**src/rtl/al_accel_odr_drain_pkg.sv**
```systemverilog
// Shared sizing, FSM encoding and word-index helpers for the ODR drain block.
// Optional requantization is enabled by defining AL_ACCEL_ODR_REQUANT_EN.
package al_accel_odr_drain_pkg;

    localparam int unsigned NPU   = 3;
    localparam int unsigned NLANE = 3;
    localparam int unsigned DW    = 32;
    localparam int unsigned NW    = NPU * NLANE;
    localparam int unsigned IW    = 4;

    typedef enum logic {
        ST_IDLE  = 1'b0,
        ST_DRAIN = 1'b1
    } state_e;

    function automatic logic [IW-1:0] word_idx(input int unsigned row, input int unsigned lane);
        return IW'(row * NLANE + lane);
    endfunction

    // {found, k}: lowest k >= start whose row is enabled in mask
    function automatic logic [IW:0] next_en(input logic [NPU-1:0] mask, input logic [IW-1:0] start);
        logic [IW:0] res;
        res = '0;
        for (int r = int'(NPU) - 1; r >= 0; r--) begin
            for (int l = int'(NLANE) - 1; l >= 0; l--) begin
                if (mask[r] && (word_idx(r, l) >= start)) begin
                    res = {1'b1, word_idx(r, l)};
                end
            end
        end
        return res;
    endfunction

endpackage

```
**src/rtl/al_accel_odr_requant.sv**
```systemverilog
// Combinational int8 requantization of one result word:
// (x * mult) >>> shift, low 32 bits plus offset, clamped to [act_min, act_max].
module al_accel_odr_requant
    import al_accel_odr_drain_pkg::*;
(
    input  logic [DW-1:0] x_i,
    input  logic [31:0]   mult_i,
    input  logic [5:0]    shift_i,
    input  logic [31:0]   offset_i,
    input  logic [7:0]    act_min_i,
    input  logic [7:0]    act_max_i,
    output logic [DW-1:0] y_o
);

    logic signed [63:0] xs_c;
    logic signed [63:0] ms_c;
    logic signed [63:0] prod_c;
    logic        [31:0] sum_c;
    logic        [31:0] min_c;
    logic        [31:0] max_c;
    logic        [7:0]  clamp_c;

    always_comb begin
        xs_c    = {{32{x_i[31]}}, x_i};
        ms_c    = {{32{mult_i[31]}}, mult_i};
        prod_c  = xs_c * ms_c;
        sum_c   = 32'(prod_c >>> shift_i) + offset_i;
        min_c   = {{24{act_min_i[7]}}, act_min_i};
        max_c   = {{24{act_max_i[7]}}, act_max_i};
        clamp_c = sum_c[7:0];
        if ($signed(sum_c) < $signed(min_c)) begin
            clamp_c = act_min_i;
        end else if ($signed(sum_c) > $signed(max_c)) begin
            clamp_c = act_max_i;
        end
        y_o = {{24{clamp_c[7]}}, clamp_c};
    end

endmodule

```
**src/rtl/al_accel_odr_drain.sv**
```systemverilog
// Captures the PU array's nine partial sums and drains enabled rows over a valid/ready stream.
// Define AL_ACCEL_ODR_REQUANT_EN to requantize each word to int8 on the way out.
module al_accel_odr_drain
    import al_accel_odr_drain_pkg::*;
(
    input  logic               clk,
    input  logic               reset,
    input  logic [NW*DW-1:0]   odr_odi,
    input  logic               odr_cap,
    input  logic [NPU-1:0]     odr_row_mask,
    output logic [DW-1:0]      odr_do,
    output logic [IW-1:0]      odr_do_idx,
    output logic               odr_do_valid,
    input  logic               odr_do_ready,
    output logic               odr_do_last,
    output logic               odr_busy,
    output logic               odr_done,
    output logic               odr_ovf,
    input  logic               odr_ovf_clr,
    input  logic [31:0]        odr_out_offset,
    input  logic [31:0]        odr_mult,
    input  logic [5:0]         odr_shift,
    input  logic [7:0]         odr_act_min,
    input  logic [7:0]         odr_act_max
);

    state_e          state_q, state_d;
    logic [DW-1:0]   buf_q [NW];
    logic [NPU-1:0]  mask_q;
    logic [DW-1:0]   do_q, do_d;
    logic [IW-1:0]   idx_q, idx_d;
    logic            valid_q, valid_d;
    logic            last_q, last_d;
    logic            busy_q;
    logic            done_q, done_d;
    logic            ovf_q, ovf_d;

    logic            xfer_c, fin_c, accept_c, drop_c, mask_nz_c, load_c;
    logic [IW:0]     first_c, first_nxt_c, adv_c, adv_nxt_c;
    logic [DW-1:0]   raw_c, word_c;

    assign xfer_c      = valid_q & odr_do_ready;
    assign fin_c       = xfer_c & last_q;
    assign accept_c    = odr_cap & ((state_q == ST_IDLE) | fin_c);
    assign drop_c      = odr_cap & ~accept_c;
    assign mask_nz_c   = |odr_row_mask;
    assign first_c     = next_en(odr_row_mask, '0);
    assign first_nxt_c = next_en(odr_row_mask, IW'(first_c[IW-1:0] + 4'd1));
    assign adv_c       = next_en(mask_q, IW'(idx_q + 4'd1));
    assign adv_nxt_c   = next_en(mask_q, IW'(adv_c[IW-1:0] + 4'd1));

`ifdef AL_ACCEL_ODR_REQUANT_EN
    al_accel_odr_requant u_requant (
        .x_i       (raw_c),
        .mult_i    (odr_mult),
        .shift_i   (odr_shift),
        .offset_i  (odr_out_offset),
        .act_min_i (odr_act_min),
        .act_max_i (odr_act_max),
        .y_o       (word_c)
    );
`else
    logic unused_requant;
    assign unused_requant = ^{odr_out_offset, odr_mult, odr_shift, odr_act_min, odr_act_max};
    assign word_c = raw_c;
`endif

    always_ff @(posedge clk or posedge reset) begin
        if (reset) begin
            state_q <= ST_IDLE;
        end else begin
            state_q <= state_d;
        end
    end

    always_comb begin
        state_d = state_q;
        case (state_q)
            ST_IDLE:  if (accept_c && mask_nz_c) state_d = ST_DRAIN;
            ST_DRAIN: if (fin_c) state_d = (accept_c && mask_nz_c) ? ST_DRAIN : ST_IDLE;
            default:  state_d = ST_IDLE;
        endcase
    end

    // Stream register next values: new capture, final handshake, or advance to next enabled word
    always_comb begin
        valid_d = valid_q;
        idx_d   = idx_q;
        last_d  = last_q;
        load_c  = 1'b0;
        raw_c   = buf_q[idx_q];
        done_d  = fin_c | (accept_c & ~mask_nz_c);
        ovf_d   = drop_c | (ovf_q & ~odr_ovf_clr);
        if (accept_c) begin
            valid_d = mask_nz_c;
            last_d  = mask_nz_c & ~first_nxt_c[IW];
            idx_d   = first_c[IW-1:0];
            raw_c   = odr_odi[32'(first_c[IW-1:0]) * DW +: DW];
            load_c  = mask_nz_c;
        end else if (fin_c) begin
            valid_d = 1'b0;
            last_d  = 1'b0;
        end else if (xfer_c) begin
            idx_d   = adv_c[IW-1:0];
            last_d  = ~adv_nxt_c[IW];
            raw_c   = buf_q[adv_c[IW-1:0]];
            load_c  = 1'b1;
        end
        do_d = load_c ? word_c : do_q;
    end

    always_ff @(posedge clk or posedge reset) begin
        if (reset) begin
            for (int k = 0; k < int'(NW); k++) buf_q[k] <= '0;
            mask_q  <= '0;
            do_q    <= '0;
            idx_q   <= '0;
            valid_q <= 1'b0;
            last_q  <= 1'b0;
            busy_q  <= 1'b0;
            done_q  <= 1'b0;
            ovf_q   <= 1'b0;
        end else begin
            if (accept_c) begin
                for (int k = 0; k < int'(NW); k++) buf_q[k] <= odr_odi[k*DW +: DW];
                mask_q <= odr_row_mask;
            end
            do_q    <= do_d;
            idx_q   <= idx_d;
            valid_q <= valid_d;
            last_q  <= last_d;
            busy_q  <= (state_d != ST_IDLE);
            done_q  <= done_d;
            ovf_q   <= ovf_d;
        end
    end

    assign odr_do       = do_q;
    assign odr_do_idx   = idx_q;
    assign odr_do_valid = valid_q;
    assign odr_do_last  = last_q;
    assign odr_busy     = busy_q;
    assign odr_done     = done_q;
    assign odr_ovf      = ovf_q;

endmodule
```
**config.mk**
```make
export PLATFORM = sky130hd
export DESIGN_NAME = al_accel_odr_drain
export DESIGN_NICKNAME = d
export VERILOG_FILES = /design/src/rtl/al_accel_odr_drain_pkg.sv /design/src/rtl/al_accel_odr_requant.sv /design/src/rtl/al_accel_odr_drain.sv
export SDC_FILE = /design/constraint.sdc
export NUM_CORES = 1
export LEC_CHECK = 0
export BUFFER_PORTS_ARGS = -buffer_cell sky130_fd_sc_hd__buf_2
export CAP_MARGIN = 20
export CORE_ASPECT_RATIO = 1.4
export CORE_MARGIN = 3
export CORE_UTILIZATION = 49
export CTS_CLUSTER_DIAMETER = 80
export DETAILED_ROUTE_END_ITERATION = 8
export PLACE_DENSITY = 0.77
export SYNTH_ARGS = -nofsm -noshare
export SYNTH_HDL_FRONTEND = slang
export SYNTH_HIERARCHICAL = 1
export SYNTH_SLANG_ARGS = --single-unit
```
**constraint.sdc**
```tcl
create_clock -name clk -period 12.87 [get_ports clk]
set_input_delay 3.2175 -clock clk [delete_from_list [all_inputs] [get_ports clk]]
set_output_delay 3.2175 -clock clk [all_outputs]
set_load 0.01 [all_outputs]
```
==> results.toml <==
[status]
outcome = "complete, no violations"

[global_routing]
antenna_found_initial = 16
grt_pass1_vias = 15800
grt_max_degree = 134
grt_pass1_wl_um = 84100
grt_usage = 0.292
grt_overflow_total = 0

[pwr]
p_seq_frac = 0.362
swShare = 0.421
power_switching_mw = 2.15
pwr_density_cell_nw_per_um2 = 259
p_leak_nw = 10.3
comb_power_share = 0.434
power.internal_mw = 2.97
peakVddDrop_mv = 0.233
clkPwrFrac = 0.204

[routing]
wl_met3_um = 3980
drt-total-wl_um = 53800
ant_nets = 0
drt_pass1_iterations = 6
routedLengthMet1_um = 19900
top_layer = "met5"
via_count = 15700
dr.first_iter.drc_count = 1662
wl_per_cell_um = 19.6
via_per_inst = 5.72
wl_met2_um = 26700
route.detailed.drc = 0

[logic_synthesis]
synth-seq-cells = 332
ys_seq_area_frac = 0.497
yosysTopAreaCell = "dfrtp_1"
synth_edf_count = 0
syn-num-nets = 2385
yosys_warnings = 6
synth.avg_cell_area_um2 = 8.37
synth_area_leaders = "dfrtp_1 50%, nand2_1 21%, mux2i_1 3.6%"
synth_ff_type = "dfrtp_1"
syn_inst = 1997
syn_area_um2 = 16700
yosys.cell_types.count = 65
yosysTopAreaCellShare = 0.497
synthArstFlopShare = 1.00

[timing]
rsz0062_at_grt = "no"
finalSetupViolations = 0
worst_pin_slew_ps = 1080
fmax_ghz = 0.170
hold_viol = 0
final_max_slew_viol_count = 0
finalSetupTns_ps = 0
skew_ps = 14.0
period_share = 0.458
setup_ws_ps = 6980
period_minus_slack_ps = 5890
relSlewSlack = 0.280

[floorplan]
num_rows = 79
dieArea_um2 = 36400
core-area_um2 = 33400
die_width_um = 162
pin_count = 423
start_util = 0.500
die_h_um = 225

[worst_hold_path]
hold_depth = 2
hold_class = "reg -> reg"
min_from = "buf_q[242]"
min_to = "buf_q[242]"

[finish]
area_growth_pct = 18.5
final_layout_size_suffix_gt1_frac = 0.207
fin_nets = 2641

[setup_path]
cp_max_fo = 91
required_ps = 13270
ff2ff_setup_slack_ps = 7950
crit_buf_inv = 4
cpMaxStageDelayCell = "buf_4"
crit_family = "buffers and inverters"
reg2reg_from = "odr_do_idx[1]"
cp_common_cell = "buf_4"
criticalPathCategory = "in -> reg"
reg2reg_to = "odr_do_last"
cp-start-kind = "input port"
r2r_cells = 13
critical_path.cell_chain = "buf_2 > nand3_1 > a21oi_4 > buf_4 > buf_4 > buf_4 > o211ai_1 > o221ai_1 > a31oi_1"
endpoint_kind = "flop"
crit_arrival_ps = 6290
crit_path_max_incr_delay_ps = 830

[clocking]
cts_tree = "yes"
h-tree-depth = 2
postCtsSetupRepairBufs = 0
cts-buffers-inserted = 35
clkSlewWorstSetupHoldPaths_ps = 60
hold_buffers = 0
cts_root_buf = "clkbuf_16"
clk-insertion-delay-late_ps = 540
clockBufferDepth = 3
cts_resized = 0
clock_sinks = 332

[placed_design]
gp_congestion = 0.913
pre_cts_slack_ps = 6400
portBuffers = 336
place_hpwl_um = 35800

[flow_run]
max_cap_viol_count = 0
[worst max-delay path by stage]
| stage | from | endpoint | cells after the start |
|---|---|---|---|
| 3_5_place_dp | odr_do_ready | odr_do[22] | 9 |
| 2_1_floorplan | reset | buf_q[0] | 1 |
| 5_1_grt | odr_do_ready | odr_do[22] | 9 |
| 4_1_cts | odr_do_ready | odr_do[22] | 9 |
| 6_report | odr_do_ready | odr_do[22] | 9 |
| 3_3_place_gp | odr_do_ready | odr_do[22] | 9 |
[power by group through the flow]
stage / Combinational [mW] / Sequential, mW / Clock (mW)
2_1_floorplan: 1.65 / 1.77 / 0
3_3_place_gp: 2.11 / 1.84 / 0
3_5_place_dp: 2.17 / 1.86 / 0
4_1_cts: 2.18 / 1.85 / 1.06
5_1_grt: 2.45 / 1.91 / 1.10
6_report: 2.22 / 1.85 / 1.04
[cells in the mapped netlist (9+ instances only)]
master / count
mux2i_1: 60
o221ai_1: 29
nand3b_1: 17
o22ai_1: 10
nand2_1: 951
nor3_1: 15
a21oi_1: 63
nand3_1: 18
nor3b_1: 11
o211ai_1: 9
a221oi_2: 16
nor2_1: 58
buf_4: 10
a211oi_1: 20
buf_2: 19
o211a_1: 11
a31oi_1: 13
o21ai_0: 61
buf_6: 9
mux4_2: 10
a221oi_1: 32
dfrtp_1: 332
clkbuf_1: 99
inv_1: 28
[flip-flops by register name (all words and copies together) (netlist names)]
| name | count |
|---|---|
| buf_q | 288 |
| mask_q | 3 |
| odr_busy | 1 |
| odr_do | 32 |
| odr_do_idx | 4 |
| odr_do_last | 1 |
| odr_do_valid | 1 |
| odr_done | 1 |
| odr_ovf | 1 |
[layout make-up]
cell class,count,area (um^2)
multi-input cells,1494,7680
clock inverters,19,205
inverters,30,120
clock buffers,45,975
well taps,445,557
repair buffers,360,1930
diodes,14,35.0
fillers,3034,13600
flip-flops and latches,332,8310
[cells by family (layout without fill, tap and decap cells)]
group                    count (synthesis)  after routing  share of synthesized area
multiplexers                            76             76                     0.0534
AO/OA/AOI/OAI                          302            302                      0.132
buffers and inverters                  171            454                     0.0461
adder cells (fa/ha/maj)                  6              6                    0.00449
other                                    0             14                          0
AND/OR/NAND/NOR                       1107           1107                      0.265
flip-flops                             332            332                      0.497
XOR/XNOR                                 3              3                    0.00247
[stage by stage]
stage,utilization,instance area (um^2),hold WS (ps),instances,power [mW]
3_5_place_dp,0.555,18500,454,2659,4.03
5_1_grt,0.593,19800,489,2737,5.45
3_3_place_gp,0.554,18500,451,2658,3.95
6_report,0.593,19800,467,2739,5.12
4_1_cts,0.590,19700,469,2723,5.09
2_1_floorplan,-,16700,437,1997,3.42
[layer usage]
layer | up-vias | GRT usage
li1 | 7165 | -
met1 | 7521 | 0.348
met2 | 786 | 0.498
met3 | 186 | 0.0483
met4 | 2 | 0.175
met5 | - | 0
[worst reg2reg max path, cell delays in order (launching register included)]
cell	delay [ps]
dfrtp_1	940
ha_1	550
xnor2_2	170
nor3b_2	250
o221ai_2	180
a21oi_4	170
buf_4	770
inv_2	580
buf_12	320
ha_1	210
a311oi_1	200
o21ai_0	100
a211oi_1	290
a221oi_2	50
[cell usage in the layout (no fill, tap or decap), types with 18 or more instances in the layout]
cell,count
nand3_1,18
dfrtp_1,332
buf_4,20
a221oi_1,32
o221ai_1,29
o21ai_0,61
a211oi_1,20
a21oi_1,63
clkbuf_16,36
nor2_1,56
nand2_1,950
inv_1,27
buf_2,336
mux2i_1,60
(Power assumes the default switching activity.)
